==> src/rtl/jtopl_eg_regs.sv <==
// jtopl_eg_regs: OPL envelope register file; CPU writes in, slot-by-slot replay out to jtopl_eg.
// Define JTOPL_EG_REGS_READBACK_EN to add the dout readback port.
module jtopl_eg_regs #(
    parameter int unsigned SLOTS = 18
) (
    input  logic       clk,
    input  logic       rst,
    input  logic       cenop,
    input  logic       zero,
    input  logic       cs_n,
    input  logic       wr_n,
    input  logic       addr,
    input  logic [7:0] din,
`ifdef JTOPL_EG_REGS_READBACK_EN
    output logic [7:0] dout,
`endif
    output logic       busy,
    output logic       en_sus_I,
    output logic [3:0] arate_I,
    output logic [3:0] drate_I,
    output logic [3:0] rrate_I,
    output logic [3:0] sl_I,
    output logic       keyon_I,
    output logic [9:0] fnum_I,
    output logic [2:0] block_I,
    output logic       ksr_II,
    output logic       amsen_IV,
    output logic [5:0] tl_IV,
    output logic [1:0] ksl_IV
);
    localparam int unsigned CHANS = SLOTS / 2;

    typedef enum logic { IDLE, WAIT } state_t;
    state_t state, state_nx;
    logic   wait_cnt, wait_cnt_nx;

    logic       wr_act, wr_last, we;
    logic [7:0] reg_sel, wr_sel, wr_data;
    logic       wr_pend;

    logic       amsen  [0:SLOTS-1];
    logic       en_sus [0:SLOTS-1];
    logic       ksr    [0:SLOTS-1];
    logic [1:0] ksl    [0:SLOTS-1];
    logic [5:0] tl     [0:SLOTS-1];
    logic [3:0] arate  [0:SLOTS-1];
    logic [3:0] drate  [0:SLOTS-1];
    logic [3:0] sl     [0:SLOTS-1];
    logic [3:0] rrate  [0:SLOTS-1];
    logic [9:0] fnum   [0:CHANS-1];
    logic [2:0] block  [0:CHANS-1];
    logic       keyon  [0:CHANS-1];

    logic [4:0] slot_I;
    logic [3:0] rp_ch;
    logic       ksr_I, amsen_I, amsen_II, amsen_III;
    logic [5:0] tl_I, tl_II, tl_III;
    logic [1:0] ksl_I, ksl_II, ksl_III;

    // Operator offsets come in groups of six, eight apart: 0-5, 8-13, 16-21
    function automatic logic op_valid(input logic [4:0] o);
        return (o[2:0] < 3'd6) && (o < 5'd22);
    endfunction

    function automatic logic [4:0] op_slot(input logic [4:0] o);
        return {3'b000, o[4:3]} * 5'd6 + {2'b00, o[2:0]};
    endfunction

    function automatic logic [3:0] slot_ch(input logic [4:0] s);
        logic [4:0] r;
        logic [3:0] base;
        if (s < 5'd6) begin
            base = 4'd0;
            r    = s;
        end else if (s < 5'd12) begin
            base = 4'd3;
            r    = s - 5'd6;
        end else begin
            base = 4'd6;
            r    = s - 5'd12;
        end
        if (r >= 5'd3) r = r - 5'd3;
        return base + r[3:0];
    endfunction

    assign wr_act = ~cs_n & ~wr_n;
    assign we     = wr_act & ~wr_last;

    // Data-port writes are captured here and committed to storage one clk later
    always_ff @(posedge clk) begin
        if (rst) begin
            wr_last <= 1'b0;
            reg_sel <= '0;
            wr_pend <= 1'b0;
            wr_sel  <= '0;
            wr_data <= '0;
        end else begin
            wr_last <= wr_act;
            wr_pend <= we & addr;
            if (we) begin
                if (addr) begin
                    wr_sel  <= reg_sel;
                    wr_data <= din;
                end else begin
                    reg_sel <= din;
                end
            end
        end
    end

    always_ff @(posedge clk) begin
        if (rst) begin
            state    <= IDLE;
            wait_cnt <= 1'b0;
        end else begin
            state    <= state_nx;
            wait_cnt <= wait_cnt_nx;
        end
    end

    always_comb begin
        state_nx    = state;
        wait_cnt_nx = wait_cnt;
        busy        = (state == WAIT);
        if (we && addr) begin
            state_nx    = WAIT;
            wait_cnt_nx = 1'b0;
        end else if (state == WAIT && cenop) begin
            if (wait_cnt) begin
                state_nx    = IDLE;
                wait_cnt_nx = 1'b0;
            end else begin
                wait_cnt_nx = 1'b1;
            end
        end
    end

    logic       wr_op_ok, wr_ch_ok;
    logic [4:0] wr_slot;
    logic [3:0] wr_ch;

    always_comb begin
        wr_op_ok = op_valid(wr_sel[4:0]);
        wr_slot  = op_slot(wr_sel[4:0]);
        wr_ch    = wr_sel[3:0];
        wr_ch_ok = wr_sel[3:0] < 4'(CHANS);
    end

    always_ff @(posedge clk) begin
        if (rst) begin
            for (int unsigned i = 0; i < SLOTS; i++) begin
                amsen[i]  <= 1'b0;
                en_sus[i] <= 1'b0;
                ksr[i]    <= 1'b0;
                ksl[i]    <= '0;
                tl[i]     <= '0;
                arate[i]  <= '0;
                drate[i]  <= '0;
                sl[i]     <= '0;
                rrate[i]  <= '0;
            end
            for (int unsigned i = 0; i < CHANS; i++) begin
                fnum[i]  <= '0;
                block[i] <= '0;
                keyon[i] <= 1'b0;
            end
        end else if (wr_pend) begin
            case (wr_sel[7:5])
                3'd1: if (wr_op_ok) begin
                    amsen[wr_slot]  <= wr_data[6];
                    en_sus[wr_slot] <= wr_data[5];
                    ksr[wr_slot]    <= wr_data[4];
                end
                3'd2: if (wr_op_ok) begin
                    ksl[wr_slot] <= wr_data[7:6];
                    tl[wr_slot]  <= wr_data[5:0];
                end
                3'd3: if (wr_op_ok) begin
                    arate[wr_slot] <= wr_data[7:4];
                    drate[wr_slot] <= wr_data[3:0];
                end
                3'd4: if (wr_op_ok) begin
                    sl[wr_slot]    <= wr_data[7:4];
                    rrate[wr_slot] <= wr_data[3:0];
                end
                3'd5: if (wr_ch_ok) begin
                    if (wr_sel[4]) begin
                        keyon[wr_ch]     <= wr_data[5];
                        block[wr_ch]     <= wr_data[4:2];
                        fnum[wr_ch][9:8] <= wr_data[1:0];
                    end else begin
                        fnum[wr_ch][7:0] <= wr_data;
                    end
                end
                default: ;
            endcase
        end
    end

    assign rp_ch = slot_ch(slot_I);

    // zero marks slot 0 at the counter, so the period after it presents slot 0
    always_ff @(posedge clk) begin
        if (rst) begin
            slot_I    <= '0;
            en_sus_I  <= 1'b0;
            arate_I   <= '0;
            drate_I   <= '0;
            rrate_I   <= '0;
            sl_I      <= '0;
            keyon_I   <= 1'b0;
            fnum_I    <= '0;
            block_I   <= '0;
            ksr_I     <= 1'b0;
            ksr_II    <= 1'b0;
            amsen_I   <= 1'b0;
            amsen_II  <= 1'b0;
            amsen_III <= 1'b0;
            amsen_IV  <= 1'b0;
            tl_I      <= '0;
            tl_II     <= '0;
            tl_III    <= '0;
            tl_IV     <= '0;
            ksl_I     <= '0;
            ksl_II    <= '0;
            ksl_III   <= '0;
            ksl_IV    <= '0;
        end else if (cenop) begin
            if (zero)
                slot_I <= 5'd1;
            else if (slot_I == 5'(SLOTS - 1))
                slot_I <= '0;
            else
                slot_I <= slot_I + 5'd1;

            en_sus_I  <= en_sus[slot_I];
            arate_I   <= arate[slot_I];
            drate_I   <= drate[slot_I];
            rrate_I   <= rrate[slot_I];
            sl_I      <= sl[slot_I];
            keyon_I   <= keyon[rp_ch];
            fnum_I    <= fnum[rp_ch];
            block_I   <= block[rp_ch];

            ksr_I     <= ksr[slot_I];
            ksr_II    <= ksr_I;
            amsen_I   <= amsen[slot_I];
            amsen_II  <= amsen_I;
            amsen_III <= amsen_II;
            amsen_IV  <= amsen_III;
            tl_I      <= tl[slot_I];
            tl_II     <= tl_I;
            tl_III    <= tl_II;
            tl_IV     <= tl_III;
            ksl_I     <= ksl[slot_I];
            ksl_II    <= ksl_I;
            ksl_III   <= ksl_II;
            ksl_IV    <= ksl_III;
        end
    end

`ifdef JTOPL_EG_REGS_READBACK_EN
    logic [7:0] rd_byte;
    logic [4:0] rd_slot;
    logic [3:0] rd_ch;
    logic       rd_op_ok, rd_ch_ok;

    always_comb begin
        rd_byte  = '0;
        rd_slot  = op_slot(reg_sel[4:0]);
        rd_ch    = reg_sel[3:0];
        rd_op_ok = op_valid(reg_sel[4:0]);
        rd_ch_ok = reg_sel[3:0] < 4'(CHANS);
        case (reg_sel[7:5])
            3'd1: if (rd_op_ok) rd_byte = {1'b0, amsen[rd_slot], en_sus[rd_slot], ksr[rd_slot], 4'b0000};
            3'd2: if (rd_op_ok) rd_byte = {ksl[rd_slot], tl[rd_slot]};
            3'd3: if (rd_op_ok) rd_byte = {arate[rd_slot], drate[rd_slot]};
            3'd4: if (rd_op_ok) rd_byte = {sl[rd_slot], rrate[rd_slot]};
            3'd5: if (rd_ch_ok) begin
                if (reg_sel[4])
                    rd_byte = {2'b00, keyon[rd_ch], block[rd_ch], fnum[rd_ch][9:8]};
                else
                    rd_byte = fnum[rd_ch][7:0];
            end
            default: ;
        endcase
    end

    always_ff @(posedge clk) begin
        if (rst) dout <= '0;
        else     dout <= rd_byte;
    end
`endif

endmodule

==> config.mk <==
export PLATFORM = sky130hd
export DESIGN_NAME = jtopl_eg_regs
export DESIGN_NICKNAME = d
export VERILOG_FILES = /design/src/rtl/jtopl_eg_regs.sv
export SDC_FILE = /design/constraint.sdc
export NUM_CORES = 1
export LEC_CHECK = 0
export BUFFER_PORTS_ARGS = -buffer_cell sky130_fd_sc_hd__clkbuf_2
export CAP_MARGIN = 20
export CORE_ASPECT_RATIO = 1.25
export CORE_MARGIN = 10
export CORE_UTILIZATION = 40
export DETAILED_ROUTE_END_ITERATION = 7
export GPL_ROUTABILITY_DRIVEN = 0
export PLACE_DENSITY = 0.54
export SLEW_MARGIN = 30
export SYNTH_ARGS = -nofsm -noshare
export SYNTH_HDL_FRONTEND = slang
export SYNTH_SLANG_ARGS = --single-unit
==> constraint.sdc <==
create_clock -name clk -period 6.3 [get_ports clk]
set_clock_uncertainty 0.05 [all_clocks]
set_input_delay 0.315 -clock clk [delete_from_list [all_inputs] [get_ports clk]]
set_output_delay 0.315 -clock clk [all_outputs]
set_load 0.01 [all_outputs]
==> impl_metrics.ini, run 1 <==
[status]
outcome = complete, no violations

[timing]
fin_tns_setup_ps = 0
timing.slew.headroom_pct = 29.8
slew_violations = 0
max_freq_mhz = 177
holdWs_ps = 113
setup_viol = 0
rsz0062_at_grt = false
tightest_slew_ps = 1050
timing.final.crit_period_ps = 5640
fin_crit_sh_pct = 89.6
report.final.hold_viol_count = 0

[worst_setup_path]
critical-path-top-delay-family = compound AO/OA/AOI/OAI gates
start_kind = flip-flop
cp_cell_sequence = buf_4 > clkinv_1 > xnor2_1 > ha_1 > a21oi_1 > nand3_1 > a2111oi_0 > buf_4 > mux2_2 > ha_1 > a21o_1 > a21oi_1 > inv_1 > a2111o_1 > buf_4 > and3_4 > o311ai_0
endpoint_kind = flip-flop
crit_type = reg2reg
cpPeakStageDelay_ps = 550
worstPathArrival_ps = 6210
critPathMaxFanout = 32
slowest_stage = clkinv_1
worstPathRequired_ps = 6860
cp_common_cell = buf_4
path_buf_inv = 5

[min_path]
hold_path_class = in2reg

[floorplan]
initial_core_util_pct = 40.2
core.rowCount = 145
core-area_mm2 = 0.125
io_pins = 57
die_x_um = 336
die-area_mm2 = 0.140
die_y_um = 416

[routing]
drtAntennaViolNets = 0
drtPass1Iterations = 5
totalWireLength_mm = 130
wl_per_cell_um = 26.2
remaining_drc_errors = 0
dr_total_vias = 27400
drt_iter0_markers = 2049
via_per_inst = 5.53

[grt]
gr-usage-all-layers_pct = 18.5
overflow = 0
grt_pass1_wl_mm = 194
antenna_found_initial = 2
grt_max_degree = 136
grt_pass1_vias = 28600

[clock_tree]
post_cts_buffers = 0
htreeDepth = 3
clock_sinks = 1190
cts_resized = 0
clock-root-buffer = clkbuf_16
cts.path.max_buffers = 3
cts_tree = yes
numCtsBuffers = 116
clk_pin_slew_worst_paths_ps = 60
insertion_delay_ps = 720

[placed_design]
port_buffers = 56
dp_cells = 4721
placed_cell_area_mm2 = 0.0526
hpwl_mm = 86.4

[power]
clkPwrFrac_pct = 42.7
cellInternalPower_uw = 13300
power_density_mw_per_mm2 = 298
p_leak_uw = 0.0199
p_comb_share_pct = 4.9
switching_share_pct = 21.0
switchingPower_uw = 3550
p_seq_share_pct = 52.4
ir_drop_mv = 0.214

[flow_run]
drv_cap = 0

[synth]
ys_top_cells_by_area = edfxtp_1 (65%), mux4_2 (14%), nor2_1 (4.2%), dfxtp_1 (4.1%), and2_1 (1.7%)
synth-main-ff-cell = edfxtp_1
synth_area_mm2 = 0.0501
synthArstFlopShare_pct = 0
ys_types = 54
ys_seq_area_share_pct = 69.3
synth_edf_count = 1088
yosysTopAreaCell = edfxtp_1
avgSynthCellArea_um2 = 16.1
synth_common_cells = edfxtp_1 (1088), nor2_1 (563), mux4_2 (320), nand2_1 (208), clkbuf_1 (169)
ys.warnings.count = 0
ys_ff_latch = 1190
yosysMostFrequentCell = edfxtp_1
synth_top_area_share_pct = 65.3
netlist_instances = 3102

[layout]
nets = 3267
final_area_mm2 = 0.0567
final_cells = 4955
drive_gt1_share_pct = 21.1
layout-area-overhead-vs-synth_pct = 13.3
fin_util_pct = 45.5
## state kept, by name, summed over array words and instances, names as in the netlist, 10 cells and up
name	cells
tl	192
fnum	160
arate	128
drate	128
rrate	128
sl	128
ksl	64
block	48
amsen	32
en_sus	32
ksr	32
keyon	16
fnum_I	10
## cells in the final DEF (no fill, tap or decap), types with 51 or more instances in the layout
| cell type | instances |
|---|---|
| and3_1 | 78 |
| edfxtp_1 | 1088 |
| nand2_1 | 207 |
| and2_1 | 135 |
| clkbuf_16 | 119 |
| conb_1 | 98 |
| clkbuf_2 | 54 |
| mux4_2 | 320 |
| nand2b_1 | 51 |
| mux2i_1 | 71 |
| dfxtp_1 | 92 |
| buf_4 | 53 |
| nor2_1 | 561 |
## final timing paths
kind                            slack [ps]               startpoint  cells past startpoint                      end
worst max-delay path                   660   slot_I[1]$_SDFFE_PP0P_                     17   fnum_I[1]$_SDFFE_PP0P_
worst min-delay path                   110                     addr                      5  reg_sel[3]$_SDFFE_PP0P_
worst max register to register         660   slot_I[1]$_SDFFE_PP0P_                     17   fnum_I[1]$_SDFFE_PP0P_
worst min register to register         400  reg_sel[1]$_SDFFE_PP0P_                      2   wr_sel[1]$_SDFFE_PP0P_
## power by group through the flow
stage          combinational [uW]  sequential [uW]  clock (uW)
6_report                      830             8840        7220
3_3_place_gp                  825             9010           0
2_1_floorplan                 584             8980           0
4_1_cts                       844             8850        7370
5_1_grt                       891             8860        7670
3_5_place_dp                  837             9020           0
## what timing repair did
| action | CTS | global route |
|---|---|---|
| hold buffers | 11 | 0 |
| hold endpoints to repair | 18 | 0 |
| endpoints found under the setup margin | 0 | 0 |
## tightest hold or removal path: cells and delay by family
kind          cells  cell delay, ps
mux               1             120
simple gates      2             110
buf+inv           2             280
## area by class of cell
| cell class | instances | area, um^2 |
|---|---|---|
| diodes | 1 | 2.50 |
| clock buffers | 146 | 3160 |
| clock inverters | 74 | 818 |
| fillers | 10700 | 67900 |
| inverters | 30 | 113 |
| multi-input cells | 1769 | 14900 |
| flip-flops and latches | 1190 | 34700 |
| well taps | 1617 | 2020 |
| repair buffers | 128 | 968 |
## logic make-up after synthesis
kind of cell    share of synthesized area [%]
compound gates                           1.84
xor+xnor                                0.192
fa+ha+maj                               0.455
buf+inv                                  1.89
flops                                    69.3
mux                                      15.8
other cells                           0.00749
simple gates                             10.4
## per-layer routing
layer	share of wire (%)	GRT usage, %	vias to the layer above
met5	0	0	-
met4	3.0	6.14	0
met3	5.3	2.36	208
met2	52	32.7	917
met1	39	23.4	14300
li1	-	-	12000
## metrics by stage
step | power [uW] | setup slack [ps]
4_1_cts | 17100 | 788
3_5_place_dp | 9850 | 833
6_report | 16900 | 656
2_1_floorplan | 9560 | 1110
5_1_grt | 17400 | 373
3_3_place_gp | 9830 | 873
Power figures use the tool's default switching activity.
==> run 2, diff against run 1 <==
- PLACE_DENSITY: 0.54 -> 0.56
- RECOVER_POWER: unset -> 25
- SKIP_CTS_REPAIR_TIMING: unset -> 1
- clock period: 6.3 -> 4.8 ns (I/O delays scaled with it)
==> run 2 against run 1 <==
Effect of this change: the flow now finishes with violations (max-capacitance violations, max-slew violations); routed wire length up 0.61%; final area up 1.1%; combinational power up 31%; maximum frequency up 25%; count of clock-buffer cells in the layout up 15; worst hold slack worse by 97 ps; non-clock buffer count up 134; sequential share of layout area down 0.70 points; sequential power up 31%; highest routed layer is now met5.
==> impl_metrics.ini, run 2 (same netlist as run 1, synthesis figures left out) <==
[placed_design]
hpwl_mm = 87.3
port_buffers = 56

[timing]
max_freq_mhz = 222
timing.final.crit_period_ps = 4510
timing.slew.headroom_pct = -43.2
slew_violations = 341
report.final.hold_viol_count = 0
fin_tns_setup_ps = 0
tightest_slew_ps = 2150
rsz0062_at_grt = false
fin_crit_sh_pct = 93.9
setup_viol = 0

[floorplan]
initial_core_util_pct = 40.2
die_x_um = 336
io_pins = 57
core-area_mm2 = 0.125
core.rowCount = 145
die-area_mm2 = 0.140
die_y_um = 416

[power]
power.total_uw = 21800
p_leak_uw = 0.0201
power_density_mw_per_mm2 = 379
ir_drop_mv = 0.278

[layout]
mostFrequentLayoutCells = edfxtp_1 (1088), nor2_1 (562), mux4_2 (320), nand2_1 (208), buf_4 (165)
multi_input_area_mm2 = 0.0149
largest_register = tl
largest_reg_flops = 192
nets = 3402
fin_util_pct = 46.0
regArea_mm2 = 0.0347
drive_gt1_share_pct = 21.1
fill_cells = 10900
layout-area-overhead-vs-synth_pct = 14.6
reg_top3 = tl x192, fnum x160
layout_commonest_cell = edfxtp_1

[clock_tree]
insertion_delay_ps = 740
clock_sinks = 1190
numCtsBuffers = 117
clock-root-buffer = clkbuf_16
cts_tree = yes
htreeDepth = 3
cts.path.max_buffers = 3
clk_pin_slew_worst_paths_ps = 60

[status]
outcome = complete, but fails checks
violations = max-capacitance violations, max-slew violations

[worst_setup_path]
start_kind = flip-flop
worstPathArrival_ps = 5070
endpoint_kind = flip-flop
rrSetupSlack_ps = 290
critPathMaxFanout = 30
cpPeakStageDelay_ps = 610
crit_type = reg2reg
cp_common_cell = ha_1
slowest_stage = fa_2
cp_cell_sequence = ha_1 > or3_1 > nor2b_2 > xnor2_1 > ha_1 > a21oi_2 > nand3_1 > a2111oi_4 > mux2_2 > fa_2 > buf_12 > mux4_2 > mux2i_1 > nor2_1 > nand4_1 > o311ai_2
worstPathRequired_ps = 5360

[min_path]
hold_path_class = in2reg

[routing]
dr_total_vias = 27800
wl_per_cell_um = 25.7
drtAntennaViolNets = 0
drtPass1Iterations = 5
via_per_inst = 5.46
remaining_drc_errors = 0
totalWireLength_mm = 131
drt_iter0_markers = 2266

[flow_run]
drv_cap = 8

[grt]
grt_pass1_wl_mm = 193
grt_pass1_vias = 28500
antenna_found_initial = 3
overflow = 0
gr-usage-all-layers_pct = 18.6
grt_max_degree = 108
run 2: power by group:
part	switching, uW	total, uW	internal [uW]	leakage, uW
clock	3940	9050	5110	0.00184
sequential	123	11600	11500	0.0124
combinational	594	1090	494	0.00586
total	4660	21800	17100	0.0201
run 2: through the flow:
| stage | hold WS (ps) | instance area [um^2] | instances | setup WS, ps |
|---|---|---|---|---|
| 2_1_floorplan | 261 | 50400 | 3199 | 42.7 |
| 3_3_place_gp | 396 | 53600 | 4855 | 154 |
| 4_1_cts | -394 | 57300 | 5070 | 79.0 |
| 5_1_grt | 7.06 | 57300 | 5084 | 19.2 |
| 6_report | 16.5 | 57400 | 5086 | 292 |
| 3_5_place_dp | 401 | 53600 | 4855 | 103 |
run 2: worst max-delay path, delay by kind of cell, from the launching register on:
family | cells | cell delay [ps]
muxes | 3 | 980
and+or+nand+nor | 5 | 890
adders and majority gates | 3 | 1040
DFF | 1 | 350
AOI/OAI and AO/OA | 3 | 690
buffers and inverters | 1 | 220
xor gates and xnor gates | 1 | 150
run 2: path summary, 6_finish.rpt:
| path | startpoint | end | cells past startpoint |
|---|---|---|---|
| min | rst | sl_I[1]$_SDFFE_PP0P_ | 2 |
| max reg2reg | slot_I[1]$_SDFFE_PP0P_ | fnum_I[8]$_SDFFE_PP0P_ | 16 |
| max | slot_I[1]$_SDFFE_PP0P_ | fnum_I[8]$_SDFFE_PP0P_ | 16 |
| min reg2reg | reg_sel[2]$_SDFFE_PP0P_ | wr_sel[2]$_SDFFE_PP0P_ | 2 |
run 2: final cells by class:
cell class | instances | area share (%)
diodes | 3 | 0.0131
repair buffers | 262 | 3.21
clock inverters | 54 | 0.750
clock buffers | 161 | 5.81
inverters | 30 | 0.196
flip-flops and latches | 1190 | 60.6
multi-input cells | 1769 | 25.9
well taps | 1617 | 3.53
run 2: layer usage:
metal / vias to the layer above / track usage [%] / share of wire, %
met5: - / 0 / 0.0084
met2: 776 / 32.2 / 52
met3: 210 / 2.68 / 4.9
met4: 2 / 6.94 / 3.3
met1: 14500 / 23.6 / 40
li1: 12300 / - / -
